### config.mk
export PLATFORM = sky130hd
export DESIGN_NAME = frame_parser_subordinate
export DESIGN_NICKNAME = d
export VERILOG_FILES = /design/src/rtl/frame_parser_subordinate.sv
export SDC_FILE = /design/constraint.sdc
export NUM_CORES = 1
export LEC_CHECK = 0
export BUFFER_PORTS_ARGS = -buffer_cell sky130_fd_sc_hd__buf_2
export CAP_MARGIN = 5
export CORE_UTILIZATION = 32
export DETAILED_ROUTE_END_ITERATION = 10
export SLEW_MARGIN = 20
export SYNTH_ARGS = -nofsm -noshare
export SYNTH_HDL_FRONTEND = slang
export SYNTH_SLANG_ARGS = --single-unit
### constraint.sdc
create_clock -name ACLK -period 2.9 [get_ports ACLK]
set_input_delay 0.58 -clock ACLK [delete_from_list [all_inputs] [get_ports ACLK]]
set_output_delay 0.58 -clock ACLK [all_outputs]
set_load 0.05 [all_outputs]
### src/rtl/frame_parser_subordinate.sv
// frame_parser_subordinate: receive-side AXI-Stream frame parser.
// Checks a two-beat header, forwards payload beats to a FIFO write port,
// checks the trailer beat, and reports per-frame status and saturating counters.
// Optional feature macro: FRAME_PARSER_BCAST_EN (also accept the broadcast destination).
module frame_parser_subordinate #(
    parameter int unsigned DATA_WIDTH   = 64,
    parameter int unsigned CNT_WIDTH    = 16,
    parameter logic [23:0] TRAILER_WORD = 24'h005704
) (
    input  logic                  ACLK,
    input  logic                  ARESETN,
    input  logic [DATA_WIDTH-1:0] S_AXIS_tdata,
    input  logic [7:0]            S_AXIS_tkeep,
    input  logic                  S_AXIS_tvalid,
    input  logic                  S_AXIS_tlast,
    output logic                  S_AXIS_tready,
    input  logic                  is_full,
    output logic                  out_wr,
    output logic [DATA_WIDTH-1:0] out_data,
    input  logic [47:0]           Local_Address,
    input  logic [15:0]           Link_Type,
    input  logic [15:0]           SyncWord,
    input  logic [13:0]           Packet_Size,
    output logic                  frame_done,
    output logic [2:0]            frame_status,
    output logic [CNT_WIDTH-1:0]  frames_ok,
    output logic [CNT_WIDTH-1:0]  frames_bad,
    output logic [1:0]            FPState
);

    localparam int unsigned PS_WIDTH   = 14;
    localparam int unsigned STAT_WIDTH = 3;

    typedef enum logic [1:0] {
        ST_H0      = 2'd0,
        ST_H1      = 2'd1,
        ST_PAYLOAD = 2'd2,
        ST_DROP    = 2'd3
    } state_t;

    state_t                  state;
    logic [PS_WIDTH-1:0]     pay_cnt;
    logic                    hdr_err;

    logic                    acc;
    logic                    dst_match;
    logic                    h1_err;
    logic [PS_WIDTH-1:0]     exp_len;
    logic                    len_err;
    logic                    trl_err;
    logic [STAT_WIDTH-1:0]   end_status;

    // Stream handshake; held low while reset is asserted
    assign S_AXIS_tready = ARESETN && ((state != ST_PAYLOAD) || !is_full);
    assign acc           = S_AXIS_tvalid && S_AXIS_tready;

    // Payload beats go straight to the FIFO; trailer is never written
    assign out_wr   = acc && (state == ST_PAYLOAD) && !S_AXIS_tlast;
    assign out_data = S_AXIS_tdata;
    assign FPState  = state;

    // Destination address match on the first header beat
`ifdef FRAME_PARSER_BCAST_EN
    assign dst_match = (S_AXIS_tdata[47:0] == Local_Address) ||
                       (S_AXIS_tdata[47:0] == 48'hFFFF_FFFF_FFFF);
`else
    assign dst_match = (S_AXIS_tdata[47:0] == Local_Address);
`endif

    // Second header beat: EtherType and sync word; source address bits ignored
    assign h1_err = (S_AXIS_tdata[47:32] != Link_Type) ||
                    (S_AXIS_tdata[63:48] != SyncWord);

    // Expected payload beats: trailer index minus the two header beats
    assign exp_len = (Packet_Size < PS_WIDTH'(2)) ? '0 : Packet_Size - PS_WIDTH'(2);
    assign len_err = (pay_cnt != exp_len);
    assign trl_err = (S_AXIS_tdata[23:0] != TRAILER_WORD) || (S_AXIS_tkeep != 8'h07);

    // Status reported if the current beat ends the frame
    always_comb begin
        end_status = '0;
        case (state)
            ST_H0:      end_status = 3'b011;
            ST_H1:      end_status = 3'b011;
            ST_PAYLOAD: end_status = {trl_err, len_err, 1'b0};
            ST_DROP:    end_status = 3'b001;
            default:    end_status = 3'b001;
        endcase
    end

    // Parser state, payload counter, status pulse and frame statistics
    always_ff @(posedge ACLK or negedge ARESETN) begin
        if (!ARESETN) begin
            state        <= ST_H0;
            pay_cnt      <= '0;
            hdr_err      <= 1'b0;
            frame_done   <= 1'b0;
            frame_status <= '0;
            frames_ok    <= '0;
            frames_bad   <= '0;
        end else begin
            frame_done   <= 1'b0;
            frame_status <= '0;
            if (acc) begin
                if (S_AXIS_tlast) begin
                    frame_done   <= 1'b1;
                    frame_status <= end_status;
                    if (end_status == '0) begin
                        if (frames_ok != '1) frames_ok <= frames_ok + CNT_WIDTH'(1);
                    end else begin
                        if (frames_bad != '1) frames_bad <= frames_bad + CNT_WIDTH'(1);
                    end
                    state   <= ST_H0;
                    pay_cnt <= '0;
                    hdr_err <= 1'b0;
                end else begin
                    case (state)
                        ST_H0: begin
                            hdr_err <= !dst_match;
                            state   <= ST_H1;
                        end
                        ST_H1: begin
                            hdr_err <= hdr_err || h1_err;
                            state   <= (hdr_err || h1_err) ? ST_DROP : ST_PAYLOAD;
                        end
                        ST_PAYLOAD: begin
                            if (pay_cnt != '1) pay_cnt <= pay_cnt + PS_WIDTH'(1);
                        end
                        default: begin
                            state <= ST_DROP;
                        end
                    endcase
                end
            end
        end
    end

endmodule
# After elaboration in Yosys (flattened, before gate mapping)

Index checks and enable logic that the tools add are counted.

Add/sub/neg operators: 4
Multipliers: 0
Divide/modulo/power cells: 0
$lt $le $gt $ge: 1
Equal/unequal tests: 14
Shift-type cells: 0
Muxes and demuxes: 14
Bitwise operators: 1
Reduce and logical (&&, ||, !) cells: 22

Operators with widths:

| cell                    | count |
|---|---|
| $mux W14                | 4 |
| $eq A48 B48 Y1          | 1 |
| $add A16 B1 Y16 const B | 2 |
| $ne A16 B16 Y1          | 2 |
| $ne A16 B16 Y1 const B  | 2 |
| $ne A24 B15 Y1 const B  | 1 |
| $add A14 B1 Y14 const B | 1 |
| $lt A14 B2 Y1 const B   | 1 |
| $ne A14 B14 Y1          | 1 |
| $ne A14 B14 Y1 const B  | 1 |
| $sub A14 B2 Y14 const B | 1 |
| $pmux W3 S3             | 1 |
| $ne A8 B3 Y1 const B    | 1 |
| $reduce_and A4 Y1       | 2 |
| $mux W3                 | 2 |
| $pmux W2 S3             | 1 |
| $eq A2 B2 Y1 const B    | 2 |
| $logic_and A1 B1 Y1     | 4 |
| $logic_or A1 B1 Y1      | 4 |
| $mux W1                 | 4 |
| $ne A2 B2 Y1 const B    | 2 |
| $reduce_and A2 Y1       | 2 |
| $reduce_bool A2 Y1      | 2 |
| $logic_not A1 Y1        | 3 |
| other kinds (9)         | 9 |

Register bits after elaboration: 53
Bits in latches: 0
Memory bits (writable): 0
ROM bits: 0
Bits of input ports: 171
Word-level logic and storage cells: 63
Memories kept: 0

# Depth between registers and ports, before layout

Word-level depth: 7
Gate-level depth with buffers: 11
Gate-level depth less buffers: 10

# Worst setup path after synthesis

OpenSTA, ideal clock, no wires.

Kind: input port to flip-flop
Start point: input Packet_Size[4]
End point: register frames_bad[1]
Library setup time: 0.128 ns
Data arrival time: 2.883 ns
Data required time: 2.772 ns
Slack: -0.111 ns
Stages on the path: 8
Path buffers: 1
Cell sequence: or4_4 -> buf_6 -> or4_1 -> o21a_1 -> a2111oi_2 -> nand4_1 -> nand2_1 -> mux2_1

Longest elaborated chain between the ends: 7
Elaborated cells on any way between the ends: 8

Ends and longest elaborated chain:

| element                                          | line | source |
|---|---|---|
| start: declaration                               | 23   | `input logic [13:0] Packet_Size,` |
| $sub A14 B2 Y14 or $lt A14 B2 Y1 (tied branches) | 75   | `assign exp_len = (Packet_Size < PS_WIDTH'(2)) ? '0 : Packet_Size - PS_WIDTH'(2);` |
| $mux W14 (*)                                     | 75   |  |
| $ne A14 B14 Y1 (*)                               | 76   | `assign len_err = (pay_cnt != exp_len);` |
| $pmux W3 S3 (*)                                  | 82   | `case (state)` |
| $logic_not A3 Y1 (*)                             | 108  | `if (end_status == '0) begin` |
| $not A1 Y1 (no source line) (*)                  | n/a  |  |
| $reduce_and A4 Y1 (no source line) (*)           | n/a  |  |
| end signal: assignment                           | 111  | `if (frames_bad != '1) frames_bad <= frames_bad + CNT_WIDTH'(1);` |
| end: declaration                                 | 27   | `output logic [CNT_WIDTH-1:0] frames_bad,` |

Mark *: on every way between the ends. The rest lies on a longest branch, timed or not.
A chain may end at the register's enable or synchronous reset.

# Worst setup path after layout

Start point: input Packet_Size[3]
End point: register frames_ok[13]

Longest elaborated chain between the ends: 6
Elaborated cells on any way between the ends: 7

Ends and longest elaborated chain:

| element                                          | line | source |
|---|---|---|
| $sub A14 B2 Y14 or $lt A14 B2 Y1 (tied branches) | 75   |  |
| $mux W14 (*)                                     | 75   |  |
| $ne A14 B14 Y1 (*)                               | 76   |  |
| $pmux W3 S3 (*)                                  | 82   |  |
| $logic_not A3 Y1 (*)                             | 108  |  |
| $reduce_and A4 Y1 (no source line) (*)           | n/a  |  |
| end signal: assignment                           | 109  | `if (frames_ok != '1) frames_ok <= frames_ok + CNT_WIDTH'(1);` |
| end: declaration                                 | 26   | `output logic [CNT_WIDTH-1:0] frames_ok,` |

Marked as above.

==> flow_summary.json <==
{
  "synth_area_per_cell_sq_um": 8.67,
  "clock-root-buffer": "clkbuf_16",
  "holdBufCountCts": 0,
  "leakage_nw": 3.29,
  "drtPass1Iterations": 9,
  "crit_fanout": 8,
  "drv_cap": 0,
  "synthCells": 559,
  "outcome": "finished with violations",
  "clockBufferDepth": 2,
  "slew_headroom_pct": 54.2,
  "slew_violations": 0,
  "antenna_found_initial": 2,
  "dp.cells": 990,
  "wirelength_mm": 18.7,
  "yosysMostFrequentCell": "buf_4",
  "tns_ns": 0,
  "path_buf_inv": 2,
  "core_area_sq_um": 14600,
  "cts.clk_slew.worst_paths_ns": 0.07,
  "critPathCaptureType": "flip-flop",
  "worst_path_largest_cell_delay_ns": 0.64,
  "synth_edf_count": 0,
  "worst_path_max_delay_cell": "or4_4",
  "arrival_ns": 3.09,
  "p_per_area_nw_per_um2": 368,
  "yosysUniqueCellTypes": 65,
  "rows": 44,
  "rsz0062_at_grt": "yes",
  "initial_utilization_pct": 33.1,
  "fin_crit_ns": 2.87,
  "fin_crit_sh_pct": 99.0,
  "path_cells": "buf_6 -> or4_4 -> or4_1 -> o21a_1 -> a22oi_2 -> a21boi_2 -> nand4_4 -> buf_12 -> nor3_2 -> xor2_1",
  "portBuffers": 274,
  "antenna_left": 0,
  "fp.dieW_microns": 125,
  "synth_area_leaders": "dfrtp_1, xnor2_1, buf_4, xor2_1, nand4_1",
  "yosys.area.top_type": "dfrtp_1",
  "die_h_microns": 125,
  "required_ns": 3.12,
  "instances_no_fill": 1003,
  "cts_buffers": 5,
  "finClkSkew_ns": 0.00629,
  "first_iter_violations": 347,
  "synth_top_area_share_pct": 27.4,
  "grt_overflow_total": 0,
  "max_freq_mhz": 348,
  "seq_area_frac_synth_pct": 27.4,
  "cts_max_level": 2,
  "synth-main-ff-cell": "dfrtp_1",
  "dieArea_sq_um": 15600,
  "crit_family": "simple AND/OR/NAND/NOR gates",
  "drcViolationCount": 4,
  "min_path_type": "flip-flop to flip-flop",
  "vias_per_cell": 5.03,
  "yosysWarnings": 0,
  "violations": "DRC",
  "netlist_area_sq_um": 4850,
  "setup_viol": 0,
  "grt_pass1_wl_mm": 27.5,
  "netlist_top_cells_count": "buf_4, xnor2_1, dfrtp_1",
  "grt_pass1_vias": 4850,
  "path_class": "input pin to flip-flop",
  "vias": 5045,
  "clock-sinks": 53,
  "ios": 275,
  "track_usage_pct": 23.1,
  "grt_max_degree": 55,
  "worst_pin_slew_ns": 0.686,
  "cp-start-kind": "input pin",
  "clk_latency_ns": 0.29,
  "tritoncts": "done",
  "nets": 992,
  "synth_seq_cells": 53,
  "place_congestion": 0.894,
  "syn2layout_area_growth_pct": 38.1,
  "hpwl_mm": 16.0,
  "async_reset_ff_share_pct": 100,
  "avgRoutedWirePerCell_microns": 18.6,
  "hold_violations": 0,
  "drive_gt1_share_pct": 46.6,
  "peakVddDrop_mv": 0.205,
  "syn-num-nets": 734
}
-- worst reg2reg max path, stage by stage (launching register included) --
cell,delay (ns)
dfrtp_1,0.52
nand3b_1,0.18
nand3_1,0.28
a311oi_1,0.35
nor2_1,0.13
or3b_2,0.53
or3_1,0.33
a21oi_1,0.15
-- sequential cells by signal, indices dropped and copies added (netlist names) --
register and flops:
hdr_err 1, frame_status 3, frame_done 1, pay_cnt 14
frames_ok 16, frames_bad 16, FPState 2
-- cell families after synthesis --
family | share of synthesized area, %
XOR/XNOR | 20.4
adder cells (fa/ha/maj) | 1.03
AND/OR/NAND/NOR | 25.6
AO/OA/AOI/OAI | 11.1
multiplexers | 1.34
buffers and inverters | 13.1
flip-flops | 27.4
-- cell type report --
type	count	area, sq um
fillers	1482	7950
clock buffers	5	125
flip-flops and latches	53	1330
repair buffers	328	1840
well taps	184	230
inverters	24	90.1
diodes	1	2.50
clock inverters	3	21.3
multi-input cells	405	3060
-- routing by layer --
metal / GRT usage [%] / share of wire [%]
met1: 28.3 / 42
met2: 40.8 / 50
met3: 4.84 / 6.1
met4: 6.17 / 2.4
met5: 0 / 0.070
-- power breakdown --
group / switching (W) / internal [W] / leakage (nW)
clock network: 0.000273 / 0.000322 / 0.0702
logic: 0.000674 / 0.000345 / 2.50
registers: 0.0000614 / 0.000788 / 0.720
total: 0.00101 / 0.00145 / 3.29
-- cells in the final DEF, fill, tap and decap left out, types with 8 or more instances in the layout --
cell	instances
buf_4	50
nand3_1	26
and3_1	17
dfrtp_1	53
nand4_1	25
or3_1	8
a21oi_1	10
o21ai_0	14
xnor2_1	61
nor2_1	23
nor4_1	16
inv_1	24
buf_2	272
nand2_1	29
nor3_1	9
xor2_1	50
-- path summary, 6_finish.rpt --
| kind | startpoint | cells after the start | slack, ns | to |
|---|---|---|---|---|
| max in group asynchronous | ARESETN | 2 | 1.93 | pay_cnt[11] |
| worst max-delay path | Packet_Size[3] | 10 | 0.03 | frames_ok[13] |
| worst min register to register | frames_bad[12] | 1 | 0.49 | frames_bad[12] |
| min in group asynchronous | ARESETN | 2 | 0.50 | frames_ok[10] |
| worst min-delay path | frames_bad[12] | 1 | 0.49 | frames_bad[12] |
| worst max register to register | FPState[0] | 7 | 0.35 | pay_cnt[9] |
-- through the flow --
| step | utilization (%) | area (sq um) | setup slack, ns | hold WS [ns] | power [W] |
|---|---|---|---|---|---|
| 2_1_floorplan | - | 4890 | -0.0558 | 0.284 | 0.00151 |
| 3_3_place_gp | 43.3 | 6340 | -0.282 | 0.474 | 0.00187 |
| 3_5_place_dp | 43.3 | 6340 | -0.341 | 0.475 | 0.00187 |
| 4_1_cts | 44.3 | 6490 | 0.00204 | 0.492 | 0.00248 |
| 5_1_grt | 45.7 | 6690 | -0.110 | 0.521 | 0.00258 |
| 6_report | 45.7 | 6690 | 0.0292 | 0.491 | 0.00246 |
-- what timing repair did --
action,in CTS,in global routing
setup buffers,0,2
cloned,0,2
resized for setup,0,31
endpoints found under the setup margin,4,32
pin swaps,1,4
No activity file was read; power rests on OpenSTA's default activity.
